[src/rtl/onehot_bank_pkg.sv]
// rtl/onehot_bank_pkg.sv - shared sizes and select classification for the one-hot register bank
package onehot_bank_pkg;

  localparam int DEPTH = 32;
  localparam int AW    = 5;

  // Classification of a write-select vector by how many bits are set.
  typedef enum logic [1:0] {
    SEL_NONE  = 2'd0,
    SEL_ONE   = 2'd1,
    SEL_MULTI = 2'd2
  } sel_kind_t;

endpackage

[src/rtl/onehot_check.sv]
// rtl/onehot_check.sv - combinational validator and lowest-bit encoder for a one-hot select
module onehot_check
  import onehot_bank_pkg::*;
(
  input  logic [DEPTH-1:0] wsel,
  output sel_kind_t        kind,
  output logic [AW-1:0]    idx
);

  logic multi;
  logic found;

  // Clearing the lowest set bit leaves something behind only when two or more bits are set.
  always_comb begin
    multi = |(wsel & (wsel - DEPTH'(1)));
  end

  // Priority-encode the lowest set bit; for a legal one-hot this is the write target.
  always_comb begin
    idx   = '0;
    found = 1'b0;
    for (int i = 0; i < DEPTH; i++) begin
      if (wsel[i] && !found) begin
        idx   = AW'(i);
        found = 1'b1;
      end
    end
  end

  // Map the bit count to NONE / ONE / MULTI.
  always_comb begin
    if (wsel == '0) begin
      kind = SEL_NONE;
    end else if (multi) begin
      kind = SEL_MULTI;
    end else begin
      kind = SEL_ONE;
    end
  end

endmodule

[src/rtl/onehot_reg_bank.sv]
// rtl/onehot_reg_bank.sv - 32-entry register bank written through a validated one-hot select
module onehot_reg_bank
  import onehot_bank_pkg::*;
#(
  parameter int WIDTH = 8,
  parameter int CNT_W = 8
) (
  input  logic             clk,
  input  logic             rst,
  input  logic [DEPTH-1:0] wsel,
  input  logic [WIDTH-1:0] wdata,
  input  logic [AW-1:0]    raddr,
  input  logic             rd_en,
  output logic [WIDTH-1:0] rdata,
  output logic             rvalid,
  output logic             err_multi,
  output logic [AW-1:0]    err_idx,
  input  logic             err_clr,
  output logic [CNT_W-1:0] wr_cnt
);

  localparam logic [CNT_W-1:0] CNT_MAX = '1;

  sel_kind_t        kind;
  logic [AW-1:0]    sel_idx;
  logic             wr_one;
  logic             wr_multi;
  logic             bypass;
  logic [WIDTH-1:0] read_value;

  logic [WIDTH-1:0] mem [DEPTH];

  onehot_check u_check (
    .wsel (wsel),
    .kind (kind),
    .idx  (sel_idx)
  );

  // Decode the classification into write strobes and resolve the write-first read path.
  always_comb begin
    wr_one     = (kind == SEL_ONE);
    wr_multi   = (kind == SEL_MULTI);
    bypass     = wr_one && (sel_idx == raddr);
    read_value = bypass ? wdata : mem[raddr];
  end

  // Storage: only a legal single-bit select writes; multi-hot selects are dropped entirely.
  always_ff @(posedge clk) begin
    if (rst) begin
      for (int i = 0; i < DEPTH; i++) begin
        mem[i] <= '0;
      end
    end else if (wr_one) begin
      mem[sel_idx] <= wdata;
    end
  end

  // Registered read port; rdata holds its last value when no read is requested.
  always_ff @(posedge clk) begin
    if (rst) begin
      rdata  <= '0;
      rvalid <= 1'b0;
    end else begin
      rvalid <= rd_en;
      if (rd_en) begin
        rdata <= read_value;
      end
    end
  end

  // Sticky error capture: the first multi-hot index is kept until cleared, and a
  // multi-hot arriving alongside a clear re-arms with the new index.
  always_ff @(posedge clk) begin
    if (rst) begin
      err_multi <= 1'b0;
      err_idx   <= '0;
    end else if (wr_multi && (!err_multi || err_clr)) begin
      err_multi <= 1'b1;
      err_idx   <= sel_idx;
    end else if (err_clr) begin
      err_multi <= 1'b0;
      err_idx   <= '0;
    end
  end

  // Accepted-write counter, saturating at all ones.
  always_ff @(posedge clk) begin
    if (rst) begin
      wr_cnt <= '0;
    end else if (wr_one && (wr_cnt != CNT_MAX)) begin
      wr_cnt <= wr_cnt + CNT_W'(1);
    end
  end

endmodule
[config.mk]
export PLATFORM = sky130hd
export DESIGN_NAME = onehot_reg_bank
export DESIGN_NICKNAME = d
export VERILOG_FILES = /design/src/rtl/onehot_bank_pkg.sv /design/src/rtl/onehot_check.sv /design/src/rtl/onehot_reg_bank.sv
export SDC_FILE = /design/constraint.sdc
export NUM_CORES = 1
export LEC_CHECK = 0
export ABC_AREA = 1
export CORE_MARGIN = 1.5
export CORE_UTILIZATION = 54
export DETAILED_ROUTE_END_ITERATION = 7
export PLACE_DENSITY = 0.8
export SYNTH_ARGS = -nofsm -noshare
export SYNTH_HDL_FRONTEND = slang
export SYNTH_SLANG_ARGS = --single-unit
[constraint.sdc]
create_clock -name clk -period 4.1 [get_ports clk]
set_input_delay 0.615 -clock clk [delete_from_list [all_inputs] [get_ports clk]]
set_output_delay 0.615 -clock clk [all_outputs]
set_load 0.01 [all_outputs]
* Word level (Yosys, flattened, before mapping)
Memory sizes are Yosys's and may differ from the RTL's. A register that Yosys moved wholly into a read port is not among the register bits.
Index checks and enable logic that the tools add are counted.
** Word-level totals
- Flip-flop bits (word level) :: 15
- Bits in latches :: 0
- Memory bits (writable) :: 256
- Bits in read-only memories :: 0
- Bits of input ports :: 49
- Output and inout bits :: 23
- Logic and storage cells :: 157
- Memories :: 1
** Operators by class
- Add/sub/neg operators :: 2
- Multiply operators :: 0
- Div/mod/pow operators :: 0
- $lt $le $gt $ge :: 0
- Eq/ne operators :: 3
- Shift operators :: 0
- Muxes and demuxes :: 76
- Bitwise logic cells :: 1
- Reduce and logical (&&, ||, !) cells :: 70
** Memory list
- mem :: depth 32, width 8, read ports 1, clocked after Yosys merged registers in 1, wr ports 32, line onehot_reg_bank.sv:31 : logic [WIDTH-1:0] mem [DEPTH];
** Operators with widths (count)
- two-way mux 5 bit :: 19
- two-way mux 1 bit :: 40
- logical AND 1 bit :: 33
- AND 32 bit :: 1
- zero test 1 bit :: 32
- zero test 32 bit :: 1
- two-way mux 4 bit :: 8
- OR reduction 32 bit :: 1
- subtractor 32 x 1 -> 32 bit (second input constant) :: 1
- two-way mux 3 bit :: 4
- adder 8 x 1 -> 8 bit (second input constant) :: 1
- two-way mux 2 bit :: 4
- two-way mux 8 bit :: 1
- inequality test 8 bit (second input constant) :: 1
- OR reduction 8 bit :: 1
- == test 2 x 1 -> 1 bit (second input constant) :: 1
- == test 2 bit (second input constant) :: 1
- nonzero test 2 bit :: 1
- logical OR 1 bit :: 1

* Depth between registers and ports, before layout
- Depth in word-level cells :: 95
- Gate-level depth with buffers :: 17
- Gate-level depth less buffers :: 17

* Modules after synthesis
Synthesis repeated with hierarchy kept, for this count alone.
** Unflattened totals
- Cell total of the unflattened synthesis :: 1690
- Area total of the unflattened synthesis :: 14264.9 µm²
** By module, submodules not included
- onehot_reg_bank :: instances 1, cells each 1440, area an instance 13131.3 µm², seq. area each 8147.8 µm²
- onehot_check :: instances 1, cells each 250, area an instance 1133.6 µm², seq. area each 0.0 µm²

* Least setup slack after synthesis
No wires, ideal clock.
- Path type :: input-to-reg
- Start :: input port wsel[8]
- End :: memory mem[27][0], enable pin
- Setup time :: 329 ps
- Data arrival time :: 2472 ps
- Data required time :: 3771 ps
- Setup slack :: 1299 ps
- Stages on the path :: 15
- Path buffers :: 0
- Path through :: nor2_2 > nand2_1 > nor2_2 > nand2_2 > nor2_2 > nor2_1 > nor2_1 > nand2_1 > nor2_1 > nand4_2 > nor2_2 > nand2_4 > nor2_8 > nand2_4 > nand2_1
** RTL lines
- from (decl) :: line onehot_reg_bank.sv:10 : input logic [DEPTH-1:0] wsel,
- to (decl) :: line onehot_reg_bank.sv:31

==> flow_summary.yaml <==
status:
  status: "finished, final reports clean"
critical_path:
  cp-start-kind: "input pin"
  required_ns: 4.33
  crit_chain: "clkdlybuf4s50_1, nor2_2, nand2_1, nor2_2, nand2_1, nand2_1, nand2_1, nor2_1, nand2_1, nor2_2, nand4_2, nor2_2, nand2_4, nor2_8, nand2_2, nand2_1"
  critPathMaxFanout: 9
  critical_path_class: "input pin to flip-flop"
  cpPeakStageDelay_ns: 0.50
  cpMaxStageDelayCell: "clkdlybuf4s50_1"
  crit_top_cell: "nand2_1"
  arrival_ns: 3.65
  end_kind: "flip-flop"
synth:
  netlist_area_sq_um: 13900
  yosys_warnings: 0
  synthArstFlopShare: 0
  yosysTopAreaCell: "edfxtp_1"
  synth.avg_cell_area_sq_um: 9.14
  ys_types: 34
  synth_seq_area_share: 0.585
  synth_edf_count: 256
  synthFlopType: "edfxtp_1"
  yosys-top-cells-area: "edfxtp_1 (55%), nor2_1 (13%), o21ai_0 (5.4%), nand2_1 (5.0%), o221ai_1 (3.5%)"
  postSynthCellCount: 1522
  synthesis.nets: 1572
  synth_top_area_frac: 0.552
  yosysMostFrequentCell: "nor2_1"
  netlist_top_cells_count: "nor2_1 (479), edfxtp_1 (256), nand2_1 (185)"
  ys_seq_elements: 279
floorplan:
  core_area_sq_um: 25300
  die_w_um: 164
  die_h_um: 164
  fp-row-count: 58
  die-area_sq_um: 26700
  io_pins: 72
  start_util: 0.551
timing:
  timing.final.crit_period_ns: 3.42
  period_share: 0.835
  fmax_mhz: 292
  relSlewSlack: 0.159
  tightest_slew_ns: 1.26
  hold_viol: 0
  setup_viol: 0
  rsz0062_at_grt: "no"
  report.final.slew_viol_count: 0
  fin_skew_ns: 0.0195
  worst_slack_ns: 0.678
  tns_ns: 0
layout:
  syn2layout_area_growth_pct: 15.0
  n_antenna_cell: 0
  stdcell_area_sq_um: 16000
  seqCellArea_sq_um: 8150
  fill_cells: 2051
  layout-drive-gt1-share: 0.103
  finalNetCount: 1632
  multi_input_area_sq_um: 5190
detailed_routing:
  ant_nets: 0
  drt-vias-per-instance: 6.04
  post_drt_wl_per_cell_um: 20.1
  first_pass_iters: 6
  first_iter_violations: 1735
  dr_total_vias: 11700
  drc: 0
  wirelength_mm: 38.8
clocking:
  numCtsBuffers: 30
  cts_tree: "done"
  insertion_delay_ns: 0.57
  cts-root-buf: "clkbuf_16"
  path_clk_slew_ns: 0.06
  cts_sinks: 279
  cts.hold.buffers_added: 0
  htreeDepth: 1
  clockBufferDepth: 3
  cts_resized: 0
  cts_setup_buffers: 0
power:
  ir_drop_mv: 0.327
  p_per_area_nw_per_um2: 403
  total_leakage_power_nw: 6.02
placement:
  gp_congestion: 0.989
  io_buffer_count: 71
  pre_cts_ws_ns: 0.159
  dp_hpwl_mm: 25.6
  place_area_sq_um: 15100
global_route:
  groute.usage.overall: 0.296
  grt_pass1_wl_mm: 60.4
  grt_pass1_vias: 11300
  antenna_found_initial: 0
  grt-ovfl-total: 0
  grt_max_degree: 79
job:
  cap_violations: 0
hold_path:
  hold_path_class: "flip-flop to flip-flop"
[final cells by class]
class                      count  share of cell area
clock inverter                19             0.00946
tap                          330              0.0258
inverter                      71              0.0167
clock buffer                  36              0.0483
sequential                   279               0.509
multi-input combinational   1088               0.324
timing repair buffer         112              0.0663
[path summary, 6_finish.rpt]
| kind | from | to | slack (ns) | cells after the start |
|---|---|---|---|---|
| worst max-delay path | wsel[5] | mem[8][5] | 0.68 | 16 |
| worst max register to register | mem[10][6] | rdata[6] | 2.37 | 8 |
| worst min-delay path | rdata[2] | rdata[2] | 0.48 | 2 |
| worst min register to register | rdata[2] | rdata[2] | 0.48 | 2 |
[logic make-up (layout without fill, tap and decap cells)]
family / Yosys count / count (layout) / share of synthesized area
xor+xnor: 1 / 1 / 0.000629
flops: 279 / 279 / 0.585
simple gates: 831 / 831 / 0.259
compound gates: 255 / 255 / 0.112
buf+inv: 155 / 238 / 0.0418
fa+ha+maj: 1 / 1 / 0.000899
[per-stage QoR]
stage                     cells   util  hold slack [ns]  total power, mW
after detailed placement   1880  0.597            0.464             3.93
after CTS                  1935  0.634            0.476             6.46
final                      1935  0.634            0.478             6.46
after floorplan            1522      -            0.484             3.66
after global placement     1880  0.597            0.455             3.91
after global routing       1935  0.634            0.488             6.63
[worst max-delay path, delay by kind of cell]
family	cells	cell delay [ns]
AND/OR/NAND/NOR	15	2.53
buffers and inverters	1	0.50
[registers in the layout, indices dropped and copies added, names as in the netlist]
register / count
wr_cnt: 8
rvalid: 1
rdata: 8
err_multi: 1
mem: 256
err_idx: 5
[per-layer routing]
layer,vias up,wire length (um),part of all wire,track usage
li1,5355,-,-,-
met1,5476,14700,0.38,0.400
met2,740,18300,0.47,0.478
met3,113,4540,0.12,0.0538
met4,0,1270,0.033,0.107
met5,-,0,0,0
[cell usage in the layout, fill, tap and decap left out, types with 25 or more instances in the layout]
| master | synthesis | final |
|---|---|---|
| nor2_1 | 479 | 479 |
| edfxtp_1 | 256 | 256 |
| nand2_1 | 185 | 185 |
| o21ai_0 | 149 | 149 |
| nand3_1 | 78 | 78 |
| clkdlybuf4s50_1 | 0 | 69 |
| inv_1 | 61 | 60 |
| o221ai_1 | 55 | 55 |
| buf_4 | 0 | 38 |
| nand2_2 | 32 | 32 |
| clkbuf_16 | 0 | 30 |
| a21oi_1 | 25 | 25 |
[report_power, final]
| group | switching [mW] | internal (mW) |
|---|---|---|
| sequential | 0.0430 | 3.23 |
| combinational | 0.425 | 0.184 |
| clock | 1.10 | 1.46 |
| total | 1.57 | 4.88 |
(Power assumes the default switching activity.)
